===== src/rtl/multicycle_pkg.sv =====
// Shared encodings for the multicycle RV32I control unit and its datapath.
// Latency: n/a (types and constants only).
// Backpressure: n/a.
package multicycle_pkg;

  // Controller states; encodings 12..15 are unreachable and recover to FETCH.
  typedef enum logic [3:0] {
    S_FETCH    = 4'd0,
    S_DECODE   = 4'd1,
    S_MEMADR   = 4'd2,
    S_MEMREAD  = 4'd3,
    S_MEMWB    = 4'd4,
    S_MEMWRITE = 4'd5,
    S_EXECR    = 4'd6,
    S_EXECI    = 4'd7,
    S_ALUWB    = 4'd8,
    S_BRANCH   = 4'd9,
    S_JAL      = 4'd10,
    S_ILLEGAL  = 4'd11
  } state_t;

  // ALU operation class handed from the FSM to the ALU decoder.
  localparam logic [1:0] ALUOP_ADD   = 2'b00;
  localparam logic [1:0] ALUOP_SUB   = 2'b01;
  localparam logic [1:0] ALUOP_FUNCT = 2'b10;

  // Result mux select.
  localparam logic [1:0] RES_ALUOUT    = 2'b00;
  localparam logic [1:0] RES_DATA      = 2'b01;
  localparam logic [1:0] RES_ALURESULT = 2'b10;

  // ALU A operand select.
  localparam logic [1:0] SRCA_PC    = 2'b00;
  localparam logic [1:0] SRCA_OLDPC = 2'b01;
  localparam logic [1:0] SRCA_RS1   = 2'b10;

  // ALU B operand select.
  localparam logic [1:0] SRCB_RS2  = 2'b00;
  localparam logic [1:0] SRCB_IMM  = 2'b01;
  localparam logic [1:0] SRCB_FOUR = 2'b10;

  // ALU function codes.
  localparam logic [2:0] ALU_ADD = 3'b000;
  localparam logic [2:0] ALU_SUB = 3'b001;
  localparam logic [2:0] ALU_AND = 3'b010;
  localparam logic [2:0] ALU_OR  = 3'b011;
  localparam logic [2:0] ALU_SLT = 3'b101;

  // Opcodes recognised by the controller.
  localparam logic [6:0] OP_LOAD   = 7'b0000011;
  localparam logic [6:0] OP_STORE  = 7'b0100011;
  localparam logic [6:0] OP_R      = 7'b0110011;
  localparam logic [6:0] OP_I      = 7'b0010011;
  localparam logic [6:0] OP_BRANCH = 7'b1100011;
  localparam logic [6:0] OP_JAL    = 7'b1101111;

  // Immediate formats understood by the extender.
  localparam logic [1:0] IMM_I = 2'b00;
  localparam logic [1:0] IMM_S = 2'b01;
  localparam logic [1:0] IMM_B = 2'b10;
  localparam logic [1:0] IMM_J = 2'b11;

endpackage


===== src/rtl/multicycle_ctrl_if.sv =====
// Bundle between the instruction register/ALU flags and the datapath controls.
// Latency: n/a (wires only).
// Backpressure: none; every control is valid each cycle.
interface multicycle_ctrl_if;
  logic [6:0] op;
  logic [2:0] funct3;
  logic       funct7b5;
  logic       zero;

  logic       pcwrite;
  logic       adrsrc;
  logic       memwrite;
  logic       irwrite;
  logic [1:0] resultsrc;
  logic [1:0] alusrca;
  logic [1:0] alusrcb;
  logic [2:0] alucontrol;
  logic       regwrite;
  logic [1:0] immsrc;
  logic       illegal;

  // Controller side: consumes instruction fields, drives the datapath.
  modport master (
    input  op, funct3, funct7b5, zero,
    output pcwrite, adrsrc, memwrite, irwrite, resultsrc, alusrca, alusrcb,
           alucontrol, regwrite, immsrc, illegal
  );

  // Datapath side: supplies instruction fields, obeys the controls.
  modport slave (
    output op, funct3, funct7b5, zero,
    input  pcwrite, adrsrc, memwrite, irwrite, resultsrc, alusrca, alusrcb,
           alucontrol, regwrite, immsrc, illegal
  );
endinterface


===== src/rtl/multicycle_ctrl_alu_decoder.sv =====
// Maps the FSM's ALU operation class plus instruction fields to an ALU function.
// Latency: purely combinational.
// Backpressure: none.
module alu_decoder
  import multicycle_pkg::*;
(
  input  logic [1:0] aluop,
  input  logic [2:0] funct3,
  input  logic       funct7b5,
  input  logic       op5,
  output logic [2:0] alucontrol
);

  // Only R-type (op5=1) with funct7b5 set selects subtract; addi never does.
  always_comb begin
    alucontrol = ALU_ADD;
    case (aluop)
      ALUOP_ADD: alucontrol = ALU_ADD;
      ALUOP_SUB: alucontrol = ALU_SUB;
      ALUOP_FUNCT: begin
        case (funct3)
          3'b000:  alucontrol = (op5 & funct7b5) ? ALU_SUB : ALU_ADD;
          3'b010:  alucontrol = ALU_SLT;
          3'b110:  alucontrol = ALU_OR;
          3'b111:  alucontrol = ALU_AND;
          default: alucontrol = ALU_ADD;
        endcase
      end
      default: alucontrol = ALU_ADD;
    endcase
  end

endmodule


===== src/rtl/multicycle_ctrl.sv =====
// Moore control FSM sequencing fetch/decode/execute/writeback for the RV32I core.
// Latency: lw 5, sw 4, ALU 4, branch 3, jal 4, illegal 3 cycles (or parked when halting).
// Backpressure: none; the datapath is assumed to complete every step in one cycle.
module multicycle_ctrl
  import multicycle_pkg::*;
#(
  parameter bit ILLEGAL_HALT = 1'b0
) (
  input  logic               clk,
  input  logic               reset,
  multicycle_ctrl_if.master  bus
);

  state_t     state;
  state_t     next_state;
  state_t     out_state;
  logic       pcupdate;
  logic       branch;
  logic       take;
  logic [1:0] aluop;

  // State register; reset always lands in FETCH so an aborted instruction restarts cleanly.
  always_ff @(posedge clk) begin
    if (reset) state <= S_FETCH;
    else       state <= next_state;
  end

  // Next-state decode; unreachable encodings fall back to FETCH.
  always_comb begin
    next_state = S_FETCH;
    case (state)
      S_FETCH:  next_state = S_DECODE;
      S_DECODE: begin
        case (bus.op)
          OP_LOAD, OP_STORE: next_state = S_MEMADR;
          OP_R:              next_state = S_EXECR;
          OP_I:              next_state = S_EXECI;
          OP_BRANCH:         next_state = S_BRANCH;
          OP_JAL:            next_state = S_JAL;
          default:           next_state = S_ILLEGAL;
        endcase
      end
      S_MEMADR:   next_state = bus.op[5] ? S_MEMWRITE : S_MEMREAD;
      S_MEMREAD:  next_state = S_MEMWB;
      S_MEMWB:    next_state = S_FETCH;
      S_MEMWRITE: next_state = S_FETCH;
      S_EXECR:    next_state = S_ALUWB;
      S_EXECI:    next_state = S_ALUWB;
      S_ALUWB:    next_state = S_FETCH;
      S_BRANCH:   next_state = S_FETCH;
      S_JAL:      next_state = S_ALUWB;
      S_ILLEGAL:  next_state = ILLEGAL_HALT ? S_ILLEGAL : S_FETCH;
      default:    next_state = S_FETCH;
    endcase
  end

  // Moore outputs; while reset is high the datapath sees FETCH with every write enable dropped.
  always_comb begin
    out_state     = reset ? S_FETCH : state;
    pcupdate      = 1'b0;
    branch        = 1'b0;
    aluop         = ALUOP_ADD;
    bus.adrsrc    = 1'b0;
    bus.memwrite  = 1'b0;
    bus.irwrite   = 1'b0;
    bus.resultsrc = RES_ALUOUT;
    bus.alusrca   = SRCA_PC;
    bus.alusrcb   = SRCB_RS2;
    bus.regwrite  = 1'b0;
    bus.illegal   = 1'b0;
    case (out_state)
      S_FETCH: begin
        bus.irwrite   = 1'b1;
        bus.alusrcb   = SRCB_FOUR;
        bus.resultsrc = RES_ALURESULT;
        pcupdate      = 1'b1;
      end
      S_DECODE: begin
        bus.alusrca = SRCA_OLDPC;
        bus.alusrcb = SRCB_IMM;
      end
      S_MEMADR: begin
        bus.alusrca = SRCA_RS1;
        bus.alusrcb = SRCB_IMM;
      end
      S_MEMREAD: begin
        bus.adrsrc = 1'b1;
      end
      S_MEMWB: begin
        bus.resultsrc = RES_DATA;
        bus.regwrite  = 1'b1;
      end
      S_MEMWRITE: begin
        bus.adrsrc   = 1'b1;
        bus.memwrite = 1'b1;
      end
      S_EXECR: begin
        bus.alusrca = SRCA_RS1;
        aluop       = ALUOP_FUNCT;
      end
      S_EXECI: begin
        bus.alusrca = SRCA_RS1;
        bus.alusrcb = SRCB_IMM;
        aluop       = ALUOP_FUNCT;
      end
      S_ALUWB: begin
        bus.regwrite = 1'b1;
      end
      S_BRANCH: begin
        bus.alusrca = SRCA_RS1;
        aluop       = ALUOP_SUB;
        branch      = 1'b1;
      end
      S_JAL: begin
        bus.alusrca = SRCA_OLDPC;
        bus.alusrcb = SRCB_FOUR;
        pcupdate    = 1'b1;
      end
      S_ILLEGAL: begin
        bus.illegal = 1'b1;
      end
      default: begin
        bus.resultsrc = RES_ALUOUT;
      end
    endcase
    if (reset) begin
      bus.memwrite = 1'b0;
      bus.irwrite  = 1'b0;
      bus.regwrite = 1'b0;
    end
  end

  // Branch condition: beq on zero, bne on not-zero, other funct3 never taken.
  always_comb begin
    take = 1'b0;
    case (bus.funct3)
      3'b000:  take = bus.zero;
      3'b001:  take = ~bus.zero;
      default: take = 1'b0;
    endcase
  end

  assign bus.pcwrite = ~reset & (pcupdate | (branch & take));

  // Immediate format follows the opcode directly so the extender is ready in DECODE.
  always_comb begin
    bus.immsrc = IMM_I;
    case (bus.op)
      OP_STORE:  bus.immsrc = IMM_S;
      OP_BRANCH: bus.immsrc = IMM_B;
      OP_JAL:    bus.immsrc = IMM_J;
      default:   bus.immsrc = IMM_I;
    endcase
  end

  alu_decoder u_alu_decoder (
    .aluop      (aluop),
    .funct3     (bus.funct3),
    .funct7b5   (bus.funct7b5),
    .op5        (bus.op[5]),
    .alucontrol (bus.alucontrol)
  );

endmodule

===== src/flat_wrapper.sv =====
// flat-port wrapper written by rule: the top's interface ports become plain ports
module multicycle_ctrl_flat import multicycle_pkg::*;
#(
  parameter bit ILLEGAL_HALT = 1'b0
)
  (clk, reset, bus_op, bus_funct3, bus_funct7b5, bus_zero, bus_pcwrite, bus_adrsrc, bus_memwrite, bus_irwrite, bus_resultsrc, bus_alusrca, bus_alusrcb, bus_alucontrol, bus_regwrite, bus_immsrc, bus_illegal);
  multicycle_ctrl_if bus_i ();
  input  logic clk;
  input  logic reset;
  input wire logic [$bits(bus_i.op)-1:0] bus_op;
  input wire logic [$bits(bus_i.funct3)-1:0] bus_funct3;
  input wire logic [$bits(bus_i.funct7b5)-1:0] bus_funct7b5;
  input wire logic [$bits(bus_i.zero)-1:0] bus_zero;
  output wire logic [$bits(bus_i.pcwrite)-1:0] bus_pcwrite;
  output wire logic [$bits(bus_i.adrsrc)-1:0] bus_adrsrc;
  output wire logic [$bits(bus_i.memwrite)-1:0] bus_memwrite;
  output wire logic [$bits(bus_i.irwrite)-1:0] bus_irwrite;
  output wire logic [$bits(bus_i.resultsrc)-1:0] bus_resultsrc;
  output wire logic [$bits(bus_i.alusrca)-1:0] bus_alusrca;
  output wire logic [$bits(bus_i.alusrcb)-1:0] bus_alusrcb;
  output wire logic [$bits(bus_i.alucontrol)-1:0] bus_alucontrol;
  output wire logic [$bits(bus_i.regwrite)-1:0] bus_regwrite;
  output wire logic [$bits(bus_i.immsrc)-1:0] bus_immsrc;
  output wire logic [$bits(bus_i.illegal)-1:0] bus_illegal;
  assign bus_i.op = bus_op;
  assign bus_i.funct3 = bus_funct3;
  assign bus_i.funct7b5 = bus_funct7b5;
  assign bus_i.zero = bus_zero;
  assign bus_pcwrite = bus_i.pcwrite;
  assign bus_adrsrc = bus_i.adrsrc;
  assign bus_memwrite = bus_i.memwrite;
  assign bus_irwrite = bus_i.irwrite;
  assign bus_resultsrc = bus_i.resultsrc;
  assign bus_alusrca = bus_i.alusrca;
  assign bus_alusrcb = bus_i.alusrcb;
  assign bus_alucontrol = bus_i.alucontrol;
  assign bus_regwrite = bus_i.regwrite;
  assign bus_immsrc = bus_i.immsrc;
  assign bus_illegal = bus_i.illegal;
  multicycle_ctrl #(.ILLEGAL_HALT(ILLEGAL_HALT)) u_core (.clk(clk), .reset(reset), .bus(bus_i));
endmodule

===== config.mk =====
export PLATFORM = sky130hd
export DESIGN_NAME = multicycle_ctrl_flat
export DESIGN_NICKNAME = d
export VERILOG_FILES = /design/src/rtl/multicycle_pkg.sv /design/src/rtl/multicycle_ctrl_if.sv /design/src/rtl/multicycle_ctrl_alu_decoder.sv /design/src/rtl/multicycle_ctrl.sv /design/src/flat_wrapper.sv
export SDC_FILE = /design/constraint.sdc
export NUM_CORES = 1
export LEC_CHECK = 0
export ABC_CLOCK_PERIOD_IN_PS = 1720
export CORE_MARGIN = 3
export CORE_UTILIZATION = 33
export DETAILED_ROUTE_END_ITERATION = 8
export PLACE_DENSITY = 0.77
export SLEW_MARGIN = 20
export SYNTH_ARGS = -nofsm -noshare
export SYNTH_HDL_FRONTEND = slang
export SYNTH_SLANG_ARGS = --single-unit

===== constraint.sdc =====
create_clock -name clk -period 1.72 [get_ports clk]
set_input_delay 0.344 -clock clk [delete_from_list [all_inputs] [get_ports clk]]
set_output_delay 0.344 -clock clk [all_outputs]
set_load 0.02 [all_outputs]

## Word level (Yosys, flattened, before mapping)

Index checks and enable logic that the tools add are counted.

- Register bits after elaboration: 4
- Input bits: 14
- Output and inout port bits: 17
- Word-level logic and storage cells: 71

- Equal/unequal tests: 29
- Multiplexer cells: 23
- Bitwise operators: 6
- Reductions and logical operators: 12

Operators with widths:

| operator | number |
|---|---|
| one-hot mux 4 bit (5 select lines) | 2 |
| equality test 4 x 3 -> 1 bit, second input constant | 6 |
| equality test 4 bit, second input constant | 5 |
| equality test 4 x 2 -> 1 bit, second input constant | 4 |
| one-hot mux 2 bit (2 select lines) | 4 |
| equality test 7 x 6 -> 1 bit, second input constant | 2 |
| equality test 7 bit, second input constant | 2 |
| one-hot mux 3 bit (4 select lines) | 1 |
| OR reduction 2 bit | 6 |
| 2-to-1 mux 1 bit | 11 |
| equality test 4 x 1 -> 1 bit, second input constant | 2 |
| zero test 4 bit | 2 |
| equality test 7 x 2 -> 1 bit, second input constant | 1 |
| equality test 7 x 5 -> 1 bit, second input constant | 1 |
| equality test 3 bit, second input constant | 2 |
| one-hot mux 2 bit (3 select lines) | 1 |
| one-hot mux 3 bit (2 select lines) | 1 |
| OR reduction 3 bit | 2 |
| 2-to-1 mux 4 bit | 1 |
| OR reduction 4 bit | 1 |
| AND 1 bit | 3 |
| equality test 3 x 1 -> 1 bit, second input constant | 1 |
| equality test 3 x 2 -> 1 bit, second input constant | 1 |
| zero test 3 bit | 1 |
| 6 further kinds | 7 |

## Depth between registers and ports, before layout

- Depth after elaboration: 6
- Mapped depth: 7
- Gate-level depth less buffers: 6

## Cells and area by module

From an unflattened synthesis, not the netlist that was laid out.

- Cell total of the unflattened synthesis: 83
- Area, all modules: 604.3 µm²

Modules (own cells, without submodules):

| module | times used | cells each | area an instance (µm²) | sequential area each (µm²) |
|---|---|---|---|---|
| multicycle_ctrl | 1 | 72 | 508.0 | 80.1 |
| alu_decoder | 1 | 11 | 96.3 | 0.0 |

## Worst setup path before layout

Ideal clock, no wire load.

- Path kind: register -> output
- Start point: register u_core.state[3]
- End point: output port bus_alucontrol[2]
- Arrival time: 1.919 ns
- Data required time: 1.376 ns
- Slack: -0.543 ns
- Stages on the path, launching flop included: 6
- Buffers on the path: 1
- Cell sequence: dfxtp_1 -> buf_1 -> nor2_1 -> and3_1 -> ha_1 -> nor4_1

- Word-level cells in the longest chain between the ends: 6
- Elaborated cells between the ends (all ways): 9
- Those cells by class: eq/ne: 5; mux: 3; reduce/logical: 1

Ends and longest elaborated chain:

| what | line | RTL |
|---|---|---|
| start, declared | multicycle_ctrl.sv:14 | `state_t state;` |
| start signal, assigned | multicycle_ctrl.sv:25 | `else state <= next_state;` |
| 2-to-1 mux 4 bit * | multicycle_ctrl.sv:59 | `out_state = reset ? S_FETCH : state;` |
| equality test 4 x 3 -> 1 bit | multicycle_ctrl.sv:71 | `case (out_state)` |
| OR reduction 2 bit (no line) | -- |  |
| one-hot mux 2 bit (2 select lines) * | multicycle_ctrl.sv:71 |  |
| equality test 2 bit or equality test 2 x 1 -> 1 bit (tied branches) | multicycle_ctrl_alu_decoder.sv:17 | `case (aluop)` |
| one-hot mux 3 bit (2 select lines) * | multicycle_ctrl_alu_decoder.sv:17 |  |
| end, declared | flat_wrapper.sv:21 | `output wire logic [$bits(bus_i.alucontrol)-1:0] bus_alucontrol;` |

Every way passes the cells marked *; elsewhere a longest branch is shown, timed or not.

## Final worst setup path

- Start point: register u_core.state[0]
- End point: output port bus_pcwrite

- Word-level cells in the longest chain between the ends: 6
- Elaborated cells between the ends (all ways): 10
- Those cells by class: eq/ne: 2; mux: 3; bitwise: 3; reduce/logical: 2

Ends and longest elaborated chain:

| what | line | RTL |
|---|---|---|
| 2-to-1 mux 4 bit * | multicycle_ctrl.sv:59 |  |
| equality test 4 bit or zero test 4 bit (tied branches) | multicycle_ctrl.sv:71 |  |
| OR reduction 2 bit (no line) or 2-to-1 mux 1 bit (tied branches) | -- |  |
| 2-to-1 mux 1 bit or AND 1 bit (tied branches) | multicycle_ctrl.sv:71, multicycle_ctrl.sv:143 |  |
| OR 1 bit * | multicycle_ctrl.sv:143 | `assign bus.pcwrite = ~reset & (pcupdate \| (branch & take));` |
| AND 1 bit * | multicycle_ctrl.sv:143 |  |
| end, declared | flat_wrapper.sv:14 | `output wire logic [$bits(bus_i.pcwrite)-1:0] bus_pcwrite;` |

Marked as above.

==> reports/summary.log <==
qor: run_status.run_status finished, violations left
qor: run_status.failed_checks negative setup slack
qor: drt.first_pass_iters 4
qor: final_layout.antenna-diode-count 0
qor: synth.syn-num-nets 97
qor: synth.synth_simple_gate_area_frac 0.456
qor: final_layout.biggestRegsByFlops u_core.state (4)
qor: timing.worstMarginPinSlew 0.302 ns
qor: timing.fmax 504 MHz
qor: die.die_outline_area 2180 um^2
qor: cts.postCtsHoldBufs 0
qor: worst_setup_path.setup.worst_path.end_class output port
qor: run.timing.max_cap.violations 0
qor: synth.yosysWarnings 0
qor: worst_setup_path.crit_arrival 1.64 ns
qor: synth.synth_top_family_by_area simple AND/OR/NAND/NOR gates
qor: pwr.leakagePower 0.627 nW
qor: timing.layout_worst_path_cycle_share 1.15
qor: cts.number_of_clock_buffers_inserted_by_tritoncts 3
qor: synth.synth-seq-cells 4
qor: worst_setup_path.setup.worst_path.start_class flip-flop
qor: pwr.power.ir.vdd_worst 0.562 mV
qor: worst_hold_path.worst_hold_path_type in -> reg
qor: placed_design.place_congestion 0.840
qor: drt.vias_per_cell 5.45
qor: timing.clock_skew 0.00457 ns
qor: global_route.first_global_vias 891
qor: timing.rsz0062_at_grt true
qor: synth.synth_mux_area_frac 0.0596
qor: pwr.power_per_standard_cell_area 576 nW/um^2
qor: final_layout.register_bank_with_the_most_flops u_core.state
qor: global_route.global_route_wire_length_before_repair 3970 um
qor: synth.synth_area 546 um^2
qor: placed_design.dp_hpwl 1550 um
qor: drt.dr_total_vias 910
qor: drt.number_of_remaining_drc_errors 0
qor: final_layout.highest_count_cells_in_the_layout_ignoring_fill_and_taps 43 x sky130_fd_sc_hd__buf_4, 11 x sky130_fd_sc_hd__buf_6, 8 x sky130_fd_sc_hd__nor2_1, 8 x sky130_fd_sc_hd__buf_2, 6 x sky130_fd_sc_hd__nor3_1
qor: cts.clock_tree.buffer_depth 2
qor: timing.finalMaxSlewViolations 0
qor: final_layout.final_net_count 169
qor: worst_setup_path.crit_path_top_delay_cell sky130_fd_sc_hd__or4_4
qor: final_layout.final_common_cell sky130_fd_sc_hd__buf_4
qor: synth.synth_xor_area_frac 0.0642
qor: placed_design.dp.cells 148
qor: die.die_height 46.7 um
qor: synth.synth_compound_gate_area_share 0.147
qor: drt.drc_marker_count_from_the_first_detailed_route_iteration 20
qor: die.dieWidth 46.7 um
qor: synth.yosysSeqAreaShare 0.147
qor: synth.syn_avg_cell_area 6.73 um^2
qor: final_layout.layout-drive-gt1-share 0.636
qor: die.design.core.area 1520 um^2
qor: final_layout.number_of_flip_flops_under_the_largest_register_name 4
qor: die.fp-row-count 14
qor: final_layout.final_cells 167
qor: placed_design.port_buffers 30
qor: worst_setup_path.worst-path-max-fanout 3
qor: timing.post-route-worst-setup-slack -0.266 ns
qor: synth.yosys.area_share.adder 0.0459
qor: timing.timing.final.crit_period 1.99 ns
qor: drt.wl_per_cell 16.4 um
qor: cts.clkLatencyLatePin 0.25 ns
qor: drt.drt.antenna.violating_nets 0
qor: pwr.post-layout-total-power 0.770 mW
qor: die.start_util 0.358
qor: cts.clock-root-buffer sky130_fd_sc_hd__clkbuf_4
qor: synth.synth_cell_type_count 37
qor: worst_setup_path.crit_type reg -> out
qor: cts.clock_sinks 4
qor: synth.post_synth_inst_count 81
qor: worst_setup_path.timing.critical_path.cells nor2b_4 -> nand3_4 -> or4_4 -> a21oi_4 -> buf_6
qor: timing.report.final.hold_viol_count 0
qor: global_route.global_route_usage_over_all_layers 0.260
qor: final_layout.flow.area_growth_from_synthesis 145%
qor: final_layout.n_fill_cell 76
qor: cts.tritoncts yes
qor: global_route.overflow_left_after_global_routing 0
qor: drt.postRouteWirelength 2750 um
qor: timing.max-slew-margin-rel 0.798
qor: cts.ctsHtreeMaxLevel 1
qor: worst_setup_path.critical-path-max-stage-delay 0.51 ns
qor: timing.final_setup_violating_endpoints 8
qor: global_route.pin_count_of_the_biggest_net_entering_global_routing 11
qor: cts.cts.reportedPaths.clkPinSlew 0.04 ns
qor: die.io_pins 31
qor: global_route.grt_antenna_before_repair 0
qor: worst_setup_path.crit_required 1.38 ns
-- cells by family (layout without fill, tap and decap cells) --
logic type | Yosys count | in the layout
and+or+nand+nor | 45 | 45
AOI/OAI and AO/OA | 12 | 12
buffers and inverters | 11 | 81
xor gates and xnor gates | 4 | 4
DFF | 4 | 4
muxes | 3 | 3
adders and majority gates | 2 | 2
-- path summary, 6_finish.rpt --
path         slack [ns]               to       startpoint  depth (start not counted)
max               -0.27      bus_pcwrite  u_core.state[0]                          5
min                0.51  u_core.state[3]            reset                          3
max reg2reg        0.32  u_core.state[3]  u_core.state[0]                          6
min reg2reg        0.76  u_core.state[0]  u_core.state[1]                          3
-- report_power, final --
group          switching (mW)  total, mW  internal, mW
combinational           0.242      0.519         0.277
clock                  0.0471      0.126        0.0786
sequential             0.0183      0.125         0.107
total                   0.308      0.770         0.463
-- critical path: cells and delay by family (launching register included) --
family	cells	cell delay [ns]
buffers and inverters	1	0.13
and+or+nand+nor	3	0.81
AOI/OAI and AO/OA	1	0.14
DFF	1	0.33
-- cells in the mapped netlist, drive strengths merged --
library cell	n	area share
nor2	11	0.076
nor3	8	0.073
inv	5	0.034
dfxtp	4	0.15
nand2	4	0.028
nand2b	4	0.046
a21oi	3	0.028
buf	3	0.025
clkbuf	3	0.021
nor2b	3	0.048
xnor2	3	0.048
a31oi	2	0.023
and2	2	0.023
and3	2	0.023
ha	2	0.046
mux2	2	0.041
nand3	2	0.028
nor4	2	0.023
o21ai	2	0.018
or3	2	0.023
a21o	1	0.014
a221oi	1	0.016
a31o	1	0.016
a32oi	1	0.016
a41oi	1	0.016
and4	1	0.016
mux2i	1	0.018
nand3b	1	0.014
nand4	1	0.011
or2	1	0.011
or4	1	0.014
xor2	1	0.016
-- cell type report --
type / count / area [um^2] / share of cell area
timing repair buffer: 73 / 602 / 0.450
multi-input combinational: 66 / 581 / 0.434
sequential: 4 / 92.6 / 0.0693
clock buffer: 3 / 22.5 / 0.0169
tap: 16 / 20.0 / 0.0150
inverter: 5 / 18.8 / 0.0140
-- per-layer routing --
layer	part of all wire	GRT usage	wire, um	vias to the layer above
met5	0	0	0	-
met2	0.51	0.456	1410	49
met4	0.020	0.0829	56	0
met1	0.38	0.304	1050	430
li1	-	-	-	423
met3	0.082	0.0664	225	8
-- stage by stage --
stage                     setup TNS [ns]   util  setup WS [ns]  area [um^2]  hold WS (ns)
after floorplan                  -0.0309      -        -0.0182          649         0.559
after global placement            -11.13  0.733          -1.01         1120         0.638
after detailed placement          -11.76  0.733          -1.04         1120         0.677
after CTS                         -0.931  0.837         -0.247         1280         0.488
after global routing               -1.50  0.877         -0.327         1340         0.492
final                             -0.916  0.877         -0.266         1340         0.510
-- timing repair --
action | 4_1_cts | 5_1_grt
buffers inserted | 14 | 2
gates resized for setup | 121 | 24
pin swaps | 16 | 8
gates cloned | 1 | 0
endpoints found under the setup margin | 18 | 16
(Power assumes the default switching activity.)
